`config.mk`:
```
export PLATFORM = sky130hd
export DESIGN_NAME = pipe_hazard_unit
export DESIGN_NICKNAME = d
export VERILOG_FILES = /design/src/rtl/pipe_hazard_unit.sv
export SDC_FILE = /design/constraint.sdc
export NUM_CORES = 1
export LEC_CHECK = 0
export CORE_ASPECT_RATIO = 1.75
export CORE_UTILIZATION = 36
export DETAILED_ROUTE_END_ITERATION = 10
export HOLD_SLACK_MARGIN = 0.08
export PLACE_DENSITY = 0.62
export SLEW_MARGIN = 25
export SYNTH_ARGS = -nofsm -noshare
export SYNTH_HDL_FRONTEND = slang
export SYNTH_SLANG_ARGS = --single-unit
```
`constraint.sdc`:
```
create_clock -name clk -period 2.5 [get_ports clk]
set_input_delay 0.25 -clock clk [delete_from_list [all_inputs] [get_ports clk]]
set_output_delay 0.25 -clock clk [all_outputs]
set_load 0.05 [all_outputs]
```
`src/rtl/pipe_hazard_unit.sv`:
```
// rtl/pipe_hazard_unit.sv - stall/flush/forward control from a 3-entry EX/ME/WB writer scoreboard
// Optional build macro PIPE_HAZARD_FWD_EN: forwarding on, only load-use hazards stall.
module pipe_hazard_unit #(
    parameter int REG_AW = 5,
    parameter int CNT_W  = 16
) (
    input  logic              clk,
    input  logic              rst,
    input  logic              id_valid,
    input  logic [REG_AW-1:0] id_rs,
    input  logic [REG_AW-1:0] id_rt,
    input  logic              id_use_rs,
    input  logic              id_use_rt,
    input  logic              id_wr_en,
    input  logic [REG_AW-1:0] id_wr_reg,
    input  logic              id_is_load,
    input  logic              id_jump,
    input  logic              me_br_taken,
    output logic              stall,
    output logic              flush_id,
    output logic              flush_ex,
    output logic [1:0]        ex_fwd_a,
    output logic [1:0]        ex_fwd_b,
    output logic [CNT_W-1:0]  stall_cnt
);
    typedef struct packed {
        logic              v;
        logic              wr;
        logic [REG_AW-1:0] rg;
        logic              ld;
    } sb_entry_t;

    // sb[0] = EX, sb[1] = ME, sb[2] = WB
    sb_entry_t sb [3];
    sb_entry_t id_entry;
    sb_entry_t ex_next_me;
    logic      m0_rs, m0_rt, m1_rs, m1_rt;
    logic      hazard, stall_raw, flush_ex_raw;

    // WB writers are never consulted: the register file writes before it is read.
    always_comb begin
        m0_rs = sb[0].v && sb[0].wr && (sb[0].rg == id_rs) && (id_rs != '0) && id_use_rs;
        m0_rt = sb[0].v && sb[0].wr && (sb[0].rg == id_rt) && (id_rt != '0) && id_use_rt;
        m1_rs = sb[1].v && sb[1].wr && (sb[1].rg == id_rs) && (id_rs != '0) && id_use_rs;
        m1_rt = sb[1].v && sb[1].wr && (sb[1].rg == id_rt) && (id_rt != '0) && id_use_rt;
    end

`ifdef PIPE_HAZARD_FWD_EN
    assign hazard = sb[0].ld && (m0_rs || m0_rt);
`else
    assign hazard = m0_rs || m0_rt || m1_rs || m1_rt;
`endif

    assign stall_raw    = id_valid && hazard && !me_br_taken;
    assign flush_ex_raw = stall_raw || me_br_taken;

    // Outputs are forced low while reset is held, even if me_br_taken is high.
    assign stall    = rst && stall_raw;
    assign flush_ex = rst && flush_ex_raw;
    assign flush_id = rst && (me_br_taken || (id_jump && id_valid && !stall_raw));

    always_comb begin
        id_entry = '{v: id_valid, wr: id_wr_en, rg: id_wr_reg, ld: id_is_load};
        if (flush_ex_raw) begin
            id_entry = '0;
        end
        ex_next_me = sb[0];
        if (me_br_taken) begin
            ex_next_me.v = 1'b0;
        end
    end

    always_ff @(posedge clk or negedge rst) begin
        if (!rst) begin
            for (int i = 0; i < 3; i++) begin
                sb[i] <= '0;
            end
        end else begin
            sb[2] <= sb[1];
            sb[1] <= ex_next_me;
            sb[0] <= id_entry;
        end
    end

    always_ff @(posedge clk or negedge rst) begin
        if (!rst) begin
            stall_cnt <= '0;
        end else if (stall_raw && (stall_cnt != {CNT_W{1'b1}})) begin
            stall_cnt <= stall_cnt + 1'b1;
        end
    end

`ifdef PIPE_HAZARD_FWD_EN
    logic [1:0] fwd_a_nxt, fwd_b_nxt;

    // EX-stage producer is the youngest, so it wins over ME.
    always_comb begin
        fwd_a_nxt = 2'd0;
        fwd_b_nxt = 2'd0;
        if (m0_rs) begin
            fwd_a_nxt = 2'd1;
        end else if (m1_rs) begin
            fwd_a_nxt = 2'd2;
        end
        if (m0_rt) begin
            fwd_b_nxt = 2'd1;
        end else if (m1_rt) begin
            fwd_b_nxt = 2'd2;
        end
    end

    always_ff @(posedge clk or negedge rst) begin
        if (!rst) begin
            ex_fwd_a <= 2'd0;
            ex_fwd_b <= 2'd0;
        end else begin
            ex_fwd_a <= flush_ex_raw ? 2'd0 : fwd_a_nxt;
            ex_fwd_b <= flush_ex_raw ? 2'd0 : fwd_b_nxt;
        end
    end
`else
    assign ex_fwd_a = 2'd0;
    assign ex_fwd_b = 2'd0;
`endif

endmodule

```
==> run_results.csv <==
group,metric,value,unit
clocking,cts_tree,"yes",
floorplanning,die_x,52.4,microns
cells_and_area,num_antenna_cells,0,
routing,drtIter0Drc,17,
cells_and_area,post_route_cells_drive_above_1_share,11.8,%
timing,rsz0062_at_grt,"no",
timing,tightest_slew,509,ps
timing,whs,282,ps
power_and_ir_drop,p_int,0.759,mW
place,dp_hpwl,3020,microns
worst_hold_path,hp-class,"primary input to asynchronous set/reset pin",
floorplanning,core_area,0.00419,sq mm
routing,wl_per_cell,15.4,microns
timing,clock-skew-final,3.80,ps
critical_path,cp-end-kind,"primary output",
global_routing,grt_pass1_vias,1465,
floorplanning,std_cell_rows,31,
cells_and_area,seq_area,751,sq um
cells_and_area,fillers,400,
timing,finalWorstSetupSlack,89.9,ps
clocking,cts_buffer_depth,2,
timing,setup_viol,0,
routing,routed_wl,3890,microns
routing,drt-pass1-iter-count,4,
floorplanning,initial_core_util,38.2,%
yosys,syn_area_per_cell,10.5,sq um
place,port_buffers,41,
power_and_ir_drop,peakVddDrop,379,uV
yosys,yosysSeqAreaShare,46.9,%
power_and_ir_drop,seqPwrFrac,50.5,%
cells_and_area,multiInputGateArea,828,sq um
global_routing,grt_antenna_before_repair,0,
power_and_ir_drop,power.density,462,mW/mm^2
floorplanning,io_pins,47,
yosys,yosysUniqueCellTypes,34,
critical_path,crit_slowest_cell,"or4_1",
clocking,cts_num_sinks,30,
routing,vias,1311,
routing,antenna_left,0,
critical_path,cp-start-kind,"primary input",
timing,fin_setup_tns,0,ps
cells_and_area,area_growth,37.1,%
clocking,path_clk_slew,60,ps
outcome,outcome,"completed",
place,pre_cts_ws,27.2,ps
clocking,insertion_delay,270,ps
yosys,netlist_instances,152,
critical_path,required,2250,ps
power_and_ir_drop,swShare,25.1,%
power_and_ir_drop,cellLeakagePower,0.970,nW
clocking,cts_root_buffer,"clkbuf_8",
critical_path,reg2reg_depth,7,
power_and_ir_drop,pwr-share-comb,14.6,%
global_routing,track_usage,18.0,%
critical_path,arrival,2160,ps
routing,drc,0,
timing,fin_crit_sh,96.4,%
timing,final-hold-violation-count,0,
floorplanning,die_height,90.2,microns
yosys,synth-seq-cells,30,
clocking,ctsHtreeMaxLevel,2,
critical_path,max_stage_delay,560,ps
timing,slew_headroom,66.0,%
global_routing,grt_pass1_wl,6440,microns
timing,slew_viol_final,0,
clocking,numCtsBuffers,5,
yosys,syn_area,0.00160,sq mm
timing,clock.fmax,415,MHz
critical_path,path_class,"primary input to primary output",
power_and_ir_drop,clkPwrFrac,35.0,%
routing,routed_via_density,5.20,
power_and_ir_drop,p_sw,0.254,mW
place,gp_congestion,0.870,
timing,layout_min_cycle_time,2410,ps
critical_path,cp_cell_sequence,"clkdlybuf4s50_1 -> or4_1 -> o21ai_1 -> o22ai_2 -> a21oi_2 -> nor2b_2 -> buf_12",
global_routing,grt_max_degree,25,
yosys,yosysWarnings,0,
power_and_ir_drop,total_power,1.01,mW
job,cap_violations,0,
global_routing,grt_overflow,0,
cells_and_area,nNetsFinal,228,
floorplanning,dieArea,0.00473,sq mm
critical_path,worst-path-max-fanout,5,
## sequential cells by signal (all words and copies together) (netlist names)
name        flops
stall_cnt      16
ex_next_me      6
sb              8
## worst max-delay path, delay by kind of cell
family          cells  cell delay (ps)
simple gates        2              640
buf+inv             2              630
compound gates      3              630
## cell type report
cell class | instances | area share, %
repair buffers | 46 | 21.8
clock buffers | 7 | 3.48
flip-flops and latches | 30 | 34.2
well taps | 49 | 2.79
multi-input cells | 120 | 37.7
## repair_timing
action                     in CTS  in global routing
setup endpoints to repair       0                  3
setup buffers                   0                  1
gates resized for setup         0                  2
hold buffers                    0                  0
## cell usage after synthesis, drive strengths merged
| cell type | count | area [sq um] |
|---|---|---|
| and4 | 1 | 8.76 |
| nor4b | 1 | 15.0 |
| buf | 5 | 41.3 |
| nand3 | 6 | 30.0 |
| and2 | 7 | 43.8 |
| mux2 | 2 | 22.5 |
| o22ai | 1 | 12.5 |
| and4b | 1 | 10.0 |
| nor2 | 14 | 52.6 |
| nor2b | 4 | 25.0 |
| or3 | 2 | 12.5 |
| a22oi | 2 | 15.0 |
| nand2b | 3 | 18.8 |
| o22a | 1 | 10.0 |
| o21a | 1 | 7.51 |
| a21oi | 4 | 23.8 |
| conb | 1 | 3.75 |
| nor3b | 2 | 25.0 |
| nand2 | 9 | 33.8 |
| xnor2 | 3 | 26.3 |
| xor2 | 28 | 245 |
| nand4 | 4 | 25.0 |
| or4 | 2 | 15.0 |
| nor3 | 4 | 30.0 |
| and3 | 4 | 25.0 |
| dfrtp | 30 | 751 |
| nor4 | 5 | 31.3 |
| ha | 1 | 12.5 |
| o2111a | 1 | 11.3 |
| o21ai | 2 | 10.0 |
| or2 | 1 | 6.26 |
## power groups by stage
stage | clock network, mW | logic, mW | registers (mW)
detailed placement | 0 | 0.145 | 0.521
global placement | 0 | 0.143 | 0.520
global route | 0.393 | 0.158 | 0.513
CTS | 0.364 | 0.147 | 0.512
floorplan | 0 | 0.0627 | 0.526
finish | 0.354 | 0.148 | 0.512
## logic make-up after synthesis
| family | share of synthesized area (%) |
|---|---|
| AND/OR/NAND/NOR | 25.5 |
| XOR/XNOR | 17.0 |
| flip-flops | 46.9 |
| AO/OA/AOI/OAI | 5.63 |
| buffers and inverters | 2.58 |
| multiplexers | 1.41 |
| adder cells (fa/ha/maj) | 0.782 |
| other | 0.234 |
## metal layers
layer,up-vias,routed length (microns),track usage [%]
met1,650,1370,17.8
met3,6,179,3.38
li1,618,-,-
met4,0,70,6.14
met2,37,2270,34.6
met5,-,0,0
## metrics by stage
stage	cell area [sq um]	instances	utilization (%)
after global routing	2190	252	52.4
after CTS	2180	251	52.0
after floorplan	1610	155	-
final	2190	252	52.4
after detailed placement	2100	244	50.2
after global placement	2100	244	50.2
## cell usage in the layout (no fill, tap or decap), types with 3 or more instances in the layout
cell type        count
and3_1               4
dfrtp_1             30
buf_4                5
nand2_1              9
and2_1               7
nor2_1              14
xnor2_1              3
nand2b_1             3
nand3_1              6
a21oi_1              3
nor4_1               4
clkbuf_8             5
buf_12               3
nand4_1              4
xor2_1              28
clkdlybuf4s50_1     38
nor2b_1              3
conb_1               4
## path summary, 6_finish.rpt
path | from | endpoint | slack, ps
worst min register to register | ex_next_me[6] | sb[14] | 370
worst max-delay path | id_rs[1] | flush_ex | 90
worst max register to register | ex_next_me[4] | stall_cnt[12] | 440
worst min-delay path | rst | sb[13] | 280
min in group clk | ex_next_me[6] | sb[14] | 370
max in group asynchronous | rst | sb[23] | 1550
(Power assumes the default switching activity.)
